$ cat config.mk
export PLATFORM = sky130hd
export DESIGN_NAME = uart_program_loader_flat
export DESIGN_NICKNAME = d
export VERILOG_FILES = /design/src/rtl/uart_program_loader_if.sv /design/src/rtl/uart_program_loader.sv /design/src/flat_wrapper.sv
export SDC_FILE = /design/constraint.sdc
export NUM_CORES = 1
export LEC_CHECK = 0
export CAP_MARGIN = 20
export CORE_MARGIN = 3
export CORE_UTILIZATION = 41
export CTS_CLUSTER_DIAMETER = 120
export DETAILED_ROUTE_END_ITERATION = 16
export SYNTH_ARGS = -nofsm -noshare
export SYNTH_HDL_FRONTEND = slang
export SYNTH_SLANG_ARGS = --single-unit
$ cat constraint.sdc
create_clock -name iUpgClock -period 2.02 [get_ports iUpgClock]
set_input_delay 0.202 -clock iUpgClock [delete_from_list [all_inputs] [get_ports iUpgClock]]
set_output_delay 0.202 -clock iUpgClock [all_outputs]
set_load 0.01 [all_outputs]
$ cat src/rtl/uart_program_loader_if.sv
// Programmer write port: the loader drives it, the instruction/data memory split consumes it.
interface uart_program_loader_if;
    logic        oUpgWriteEnable;
    logic [14:0] oUpgAddress;
    logic [31:0] oUpgData;
    logic        oUpgDone;
    logic        oFrameError;

    modport master (
        output oUpgWriteEnable,
        output oUpgAddress,
        output oUpgData,
        output oUpgDone,
        output oFrameError
    );

    modport slave (
        input oUpgWriteEnable,
        input oUpgAddress,
        input oUpgData,
        input oUpgDone,
        input oFrameError
    );
endinterface

$ cat src/rtl/uart_program_loader.sv
// UART 8N1 boot loader: receives bytes, packs them big-endian into 32-bit words and
// issues one write strobe per word until the whole image has been loaded.
module uart_program_loader #(
    parameter int CLK_HZ      = 10_000_000,
    parameter int BAUD        = 128_000,
    parameter int TOTAL_WORDS = 32768
) (
    input  logic                         iUpgClock,
    input  logic                         iUpgResetN,
    input  logic                         iUartRx,
    uart_program_loader_if.master        upg
);

    localparam int DIV = CLK_HZ / BAUD;
    localparam int CW  = (DIV > 1) ? $clog2(DIV) : 1;
    localparam logic [CW-1:0] HALF     = CW'(DIV / 2);
    localparam logic [CW-1:0] LAST     = CW'(DIV - 1);
    localparam logic [15:0]   IDX_FULL = 16'(TOTAL_WORDS);

    typedef enum logic [1:0] {S_IDLE, S_START, S_DATA, S_STOP} state_e;

    state_e      state_q, state_d;
    logic        rx_meta_q, rx_meta_d;
    logic        rx_sync_q, rx_sync_d;
    logic        rx_prev_q, rx_prev_d;
    logic [CW-1:0] cnt_q, cnt_d;
    logic [2:0]  bit_q, bit_d;
    logic [7:0]  shift_q, shift_d;
    logic [23:0] word_q, word_d;
    logic [1:0]  byte_cnt_q, byte_cnt_d;
    logic [15:0] idx_q, idx_d;
    logic        we_q, we_d;
    logic [14:0] addr_q, addr_d;
    logic [31:0] data_q, data_d;
    logic        done_q, done_d;
    logic        fe_q, fe_d;
    logic        byte_ok;
    logic        full;

    // The receiver freezes as soon as the last word index has been consumed, one
    // cycle before done is visible, so no new frame can start in that gap.
    assign full = (idx_q == IDX_FULL);

    always_comb begin
        state_d    = state_q;
        rx_meta_d  = iUartRx;
        rx_sync_d  = rx_meta_q;
        rx_prev_d  = rx_sync_q;
        cnt_d      = cnt_q;
        bit_d      = bit_q;
        shift_d    = shift_q;
        word_d     = word_q;
        byte_cnt_d = byte_cnt_q;
        idx_d      = idx_q;
        we_d       = 1'b0;
        addr_d     = addr_q;
        data_d     = data_q;
        fe_d       = 1'b0;
        byte_ok    = 1'b0;

        case (state_q)
            S_IDLE: begin
                if (!full && rx_prev_q && !rx_sync_q) begin
                    state_d = S_START;
                    cnt_d   = '0;
                end
            end
            S_START: begin
                if (cnt_q == HALF) begin
                    cnt_d = '0;
                    bit_d = 3'd0;
                    state_d = rx_sync_q ? S_IDLE : S_DATA;
                end else begin
                    cnt_d = cnt_q + CW'(1);
                end
            end
            S_DATA: begin
                if (cnt_q == LAST) begin
                    cnt_d   = '0;
                    shift_d = {rx_sync_q, shift_q[7:1]};
                    bit_d   = bit_q + 3'd1;
                    if (bit_q == 3'd7) state_d = S_STOP;
                end else begin
                    cnt_d = cnt_q + CW'(1);
                end
            end
            S_STOP: begin
                if (cnt_q == LAST) begin
                    cnt_d   = '0;
                    state_d = S_IDLE;
                    if (rx_sync_q) byte_ok = 1'b1;
                    else           fe_d    = 1'b1;
                end else begin
                    cnt_d = cnt_q + CW'(1);
                end
            end
            default: state_d = S_IDLE;
        endcase

        // Bytes shift in from the bottom so the first byte ends up in [31:24].
        if (byte_ok) begin
            byte_cnt_d = byte_cnt_q + 2'd1;
            word_d     = {word_q[15:0], shift_q};
            if (byte_cnt_q == 2'd3) begin
                we_d   = 1'b1;
                data_d = {word_q, shift_q};
                addr_d = idx_q[14:0];
                idx_d  = idx_q + 16'd1;
            end
        end

        done_d = done_q | (we_q && full);
    end

    always_ff @(posedge iUpgClock or negedge iUpgResetN) begin
        if (!iUpgResetN) begin
            state_q    <= S_IDLE;
            rx_meta_q  <= 1'b1;
            rx_sync_q  <= 1'b1;
            rx_prev_q  <= 1'b1;
            cnt_q      <= '0;
            bit_q      <= '0;
            shift_q    <= '0;
            word_q     <= '0;
            byte_cnt_q <= '0;
            idx_q      <= '0;
            we_q       <= 1'b0;
            addr_q     <= '0;
            data_q     <= '0;
            done_q     <= 1'b0;
            fe_q       <= 1'b0;
        end else begin
            state_q    <= state_d;
            rx_meta_q  <= rx_meta_d;
            rx_sync_q  <= rx_sync_d;
            rx_prev_q  <= rx_prev_d;
            cnt_q      <= cnt_d;
            bit_q      <= bit_d;
            shift_q    <= shift_d;
            word_q     <= word_d;
            byte_cnt_q <= byte_cnt_d;
            idx_q      <= idx_d;
            we_q       <= we_d;
            addr_q     <= addr_d;
            data_q     <= data_d;
            done_q     <= done_d;
            fe_q       <= fe_d;
        end
    end

    assign upg.oUpgWriteEnable = we_q;
    assign upg.oUpgAddress     = addr_q;
    assign upg.oUpgData        = data_q;
    assign upg.oUpgDone        = done_q;
    assign upg.oFrameError     = fe_q;

endmodule
$ cat src/flat_wrapper.sv
// flat-port wrapper written by rule: the top's interface ports become plain ports
module uart_program_loader_flat 
#(
    parameter int CLK_HZ      = 10_000_000,
    parameter int BAUD        = 128_000,
    parameter int TOTAL_WORDS = 32768
)
  (iUpgClock, iUpgResetN, iUartRx, upg_oUpgWriteEnable, upg_oUpgAddress, upg_oUpgData, upg_oUpgDone, upg_oFrameError);
  uart_program_loader_if upg_i ();
  input  logic iUpgClock;
  input  logic iUpgResetN;
  input  logic iUartRx;
  output wire logic [$bits(upg_i.oUpgWriteEnable)-1:0] upg_oUpgWriteEnable;
  output wire logic [$bits(upg_i.oUpgAddress)-1:0] upg_oUpgAddress;
  output wire logic [$bits(upg_i.oUpgData)-1:0] upg_oUpgData;
  output wire logic [$bits(upg_i.oUpgDone)-1:0] upg_oUpgDone;
  output wire logic [$bits(upg_i.oFrameError)-1:0] upg_oFrameError;
  assign upg_oUpgWriteEnable = upg_i.oUpgWriteEnable;
  assign upg_oUpgAddress = upg_i.oUpgAddress;
  assign upg_oUpgData = upg_i.oUpgData;
  assign upg_oUpgDone = upg_i.oUpgDone;
  assign upg_oFrameError = upg_i.oFrameError;
  uart_program_loader #(.CLK_HZ(CLK_HZ), .BAUD(BAUD), .TOTAL_WORDS(TOTAL_WORDS)) u_core (.iUpgClock(iUpgClock), .iUpgResetN(iUpgResetN), .iUartRx(iUartRx), .upg(upg_i));
endmodule
==> impl_metrics.json <==
{
  "ctsLongestPathBuffers": 2,
  "period_minus_slack_ns": 1.91,
  "avgRoutedWirePerCell_um": 14.5,
  "status": "completed",
  "ir_worst_vdd_uv": 508,
  "clk_latency_ns": 0.41,
  "cp.required_ns": 2.30,
  "yosys.area.top_type": "dfrtp_1",
  "gr-usage-all-layers_pct": 15.2,
  "root_buffer": "clkbuf_16",
  "drv_cap": 0,
  "ys_ff_latch": 115,
  "worst_slew_pin_slew_ns": 0.505,
  "ys_async_sr_fraction_pct": 100,
  "synth_area_leaders": "dfrtp_1 59%, mux2_2 12%, nand2_1 7.3%",
  "grt_first_pass_wirelength_um": 15400,
  "final_common_cell": "dfrtp_1",
  "die_y_um": 113,
  "post_cts_buffers": 0,
  "yosysWarnings": 0,
  "cts_tree": "done",
  "power.density_mw_per_mm2": 973,
  "layout-drive-gt1-share_pct": 21.8,
  "postRouteAntennaNets": 0,
  "antennaDiodeCount": 0,
  "crit_slowest_cell": "dfrtp_1",
  "grt-ovfl-total": 0,
  "drt_wl_total_um": 8860,
  "worst_path_dominant_cell_family": "simple AND/OR/NAND/NOR gates",
  "antenna_found_initial": 0,
  "drtPass1Iterations": 6,
  "startpoint_type": "register",
  "maxSlewViolCount": 0,
  "die-area_mm2": 0.0129,
  "vias": 3029,
  "grt_max_degree": 48,
  "relSlewSlack_pct": 66.4,
  "crit_buf_inv": 1,
  "finalClockSkew_ns": 0.00520,
  "synth_fp_nets": 405,
  "max_stage_delay_ns": 0.43,
  "cts.sinks": 115,
  "gp_congestion": 0.834,
  "yosysTopAreaCellShare_pct": 59.2,
  "port_buffers": 52,
  "power_leakage_nw": 2.98,
  "grt_setup_unrepaired": "false",
  "path_class": "reg2reg",
  "syn_avg_cell_area_um2": 12.1,
  "synth_edf_count": 0,
  "htree_levels": 4,
  "synthCells": 391,
  "ys.flop_type": "dfrtp_1",
  "ios": 53,
  "finalSetupViolations": 0,
  "cp_data_arrival_time_ns": 2.20,
  "nets": 474,
  "critPathMaxFanout": 29,
  "holdCritPathClass": "in2reg",
  "dp_hpwl_um": 5830,
  "min_period_over_period_pct": 94.8,
  "setup_tns_ns": 0,
  "post-route-drc-count": 0,
  "core_area_mm2": 0.0111,
  "yosysUniqueCellTypes": 42,
  "rows": 38,
  "layout_common_cells": "112 x dfrtp_1, 92 x nand2_1, 51 x clkdlybuf4s50_1",
  "synth_area_mm2": 0.00474,
  "initial_core_util_pct": 42.8,
  "end_kind": "register",
  "clk_pin_slew_worst_paths_ns": 0.05,
  "cts-buffers-inserted": 17,
  "grt_pass1_vias": 3119,
  "fin_total_pwr_w": 0.00590,
  "hold_viol_final": 0,
  "ys_seq_area_share_pct": 60.8,
  "die_x_um": 113,
  "fmax_mhz": 522,
  "vias_per_cell": 4.94,
  "path_cells": "ha_1 > and4b_1 > and4_4 > nand2_4 > buf_12 > mux2_2",
  "drt_iter0_drc": 113,
  "area_growth_pct": 27.9
}
[where the power goes]
group | internal [W] | leakage (nW) | switching, W
logic | 0.000216 | 1.12 | 0.000382
registers | 0.00237 | 1.59 | 0.0000674
clock network | 0.00182 | 0.270 | 0.00104
[sequential cells by signal, summed over array words and instances, names as in the netlist, 2 cells and up, named ones only]
signal                  flops
u_core.upg.oUpgAddress     15
u_core.idx_q               16
u_core.upg.oUpgData        32
u_core.byte_cnt_q           2
u_core.word_q              24
u_core.shift_q              8
u_core.bit_q                3
u_core.cnt_q                7
[synth_stat cells (4+ instances only)]
cell type  instances
buf_6              5
clkbuf_1           4
xnor2_1           14
ha_1              11
nand2_1           92
mux2_2            49
inv_1             10
dfrtp_1          112
mux2_1             4
o21ai_0           12
a21oi_1            7
nor2_1             7
nand3_1           14
nand2b_1           4
buf_2              4
[metal layers]
layer	global-route usage, %	share of wire (%)	wire [µm]
met4	6.17	1.4	125
met2	22.5	46	4050
met1	20.6	49	4340
met3	5.36	3.9	348
met5	0	0	0
[cell families (layout without fill, tap and decap cells)]
logic type      count (synthesis)  in the layout  share of synthesized area (%)
compound gates                 30             30                           3.72
mux                            54             54                           12.8
xor+xnor                       17             17                           3.14
flops                         115            115                           60.8
fa+ha+maj                      11             11                           2.91
buf+inv                        23            105                           2.72
simple gates                  141            141                           13.9
[layout make-up]
type | count | area, µm²
Timing Repair Buffer | 63 | 653
Multi-Input combinational cell | 253 | 1730
Sequential cell | 115 | 2880
Inverter | 10 | 37.5
Clock inverter | 11 | 103
Tap cell | 140 | 175
Fill cell | 954 | 5020
Clock buffer | 21 | 480
[metrics by stage]
step	setup WS (ns)	hold WS, ns	utilization (%)	area (µm²)	instances
finish	0.105	0.198	54.7	6060	613
global route	0.00602	0.194	54.7	6060	613
CTS	0.0982	0.181	54.7	6060	613
detailed placement	0.122	0.208	49.3	5460	580
global placement	0.159	0.205	49.3	5460	580
floorplan	0.215	-0.0936	-	4740	391
[final timing paths]
check	slack, ns	cells past startpoint	endpoint	start
setup / recovery	0.11	6	u_core.upg.oUpgAddress[3]	u_core.cnt_q[0]
hold / removal	0.20	1	u_core.rx_meta_q	iUartRx
setup reg to reg	0.11	6	u_core.upg.oUpgAddress[3]	u_core.cnt_q[0]
hold reg to reg	0.36	0	u_core.rx_prev_d	u_core.rx_meta_q
max in group asynchronous	1.08	3	u_core.rx_prev_q	iUpgResetN
min in group asynchronous	0.31	2	u_core.upg.oUpgAddress[7]	iUpgResetN
[timing repair]
action | in CTS | in global routing
gates resized for setup | 0 | 1
hold endpoints to repair | 35 | 0
endpoints found under the setup margin | 0 | 6
hold buffers | 1 | 0
Note: power is estimated with default switching activity, not from simulation.
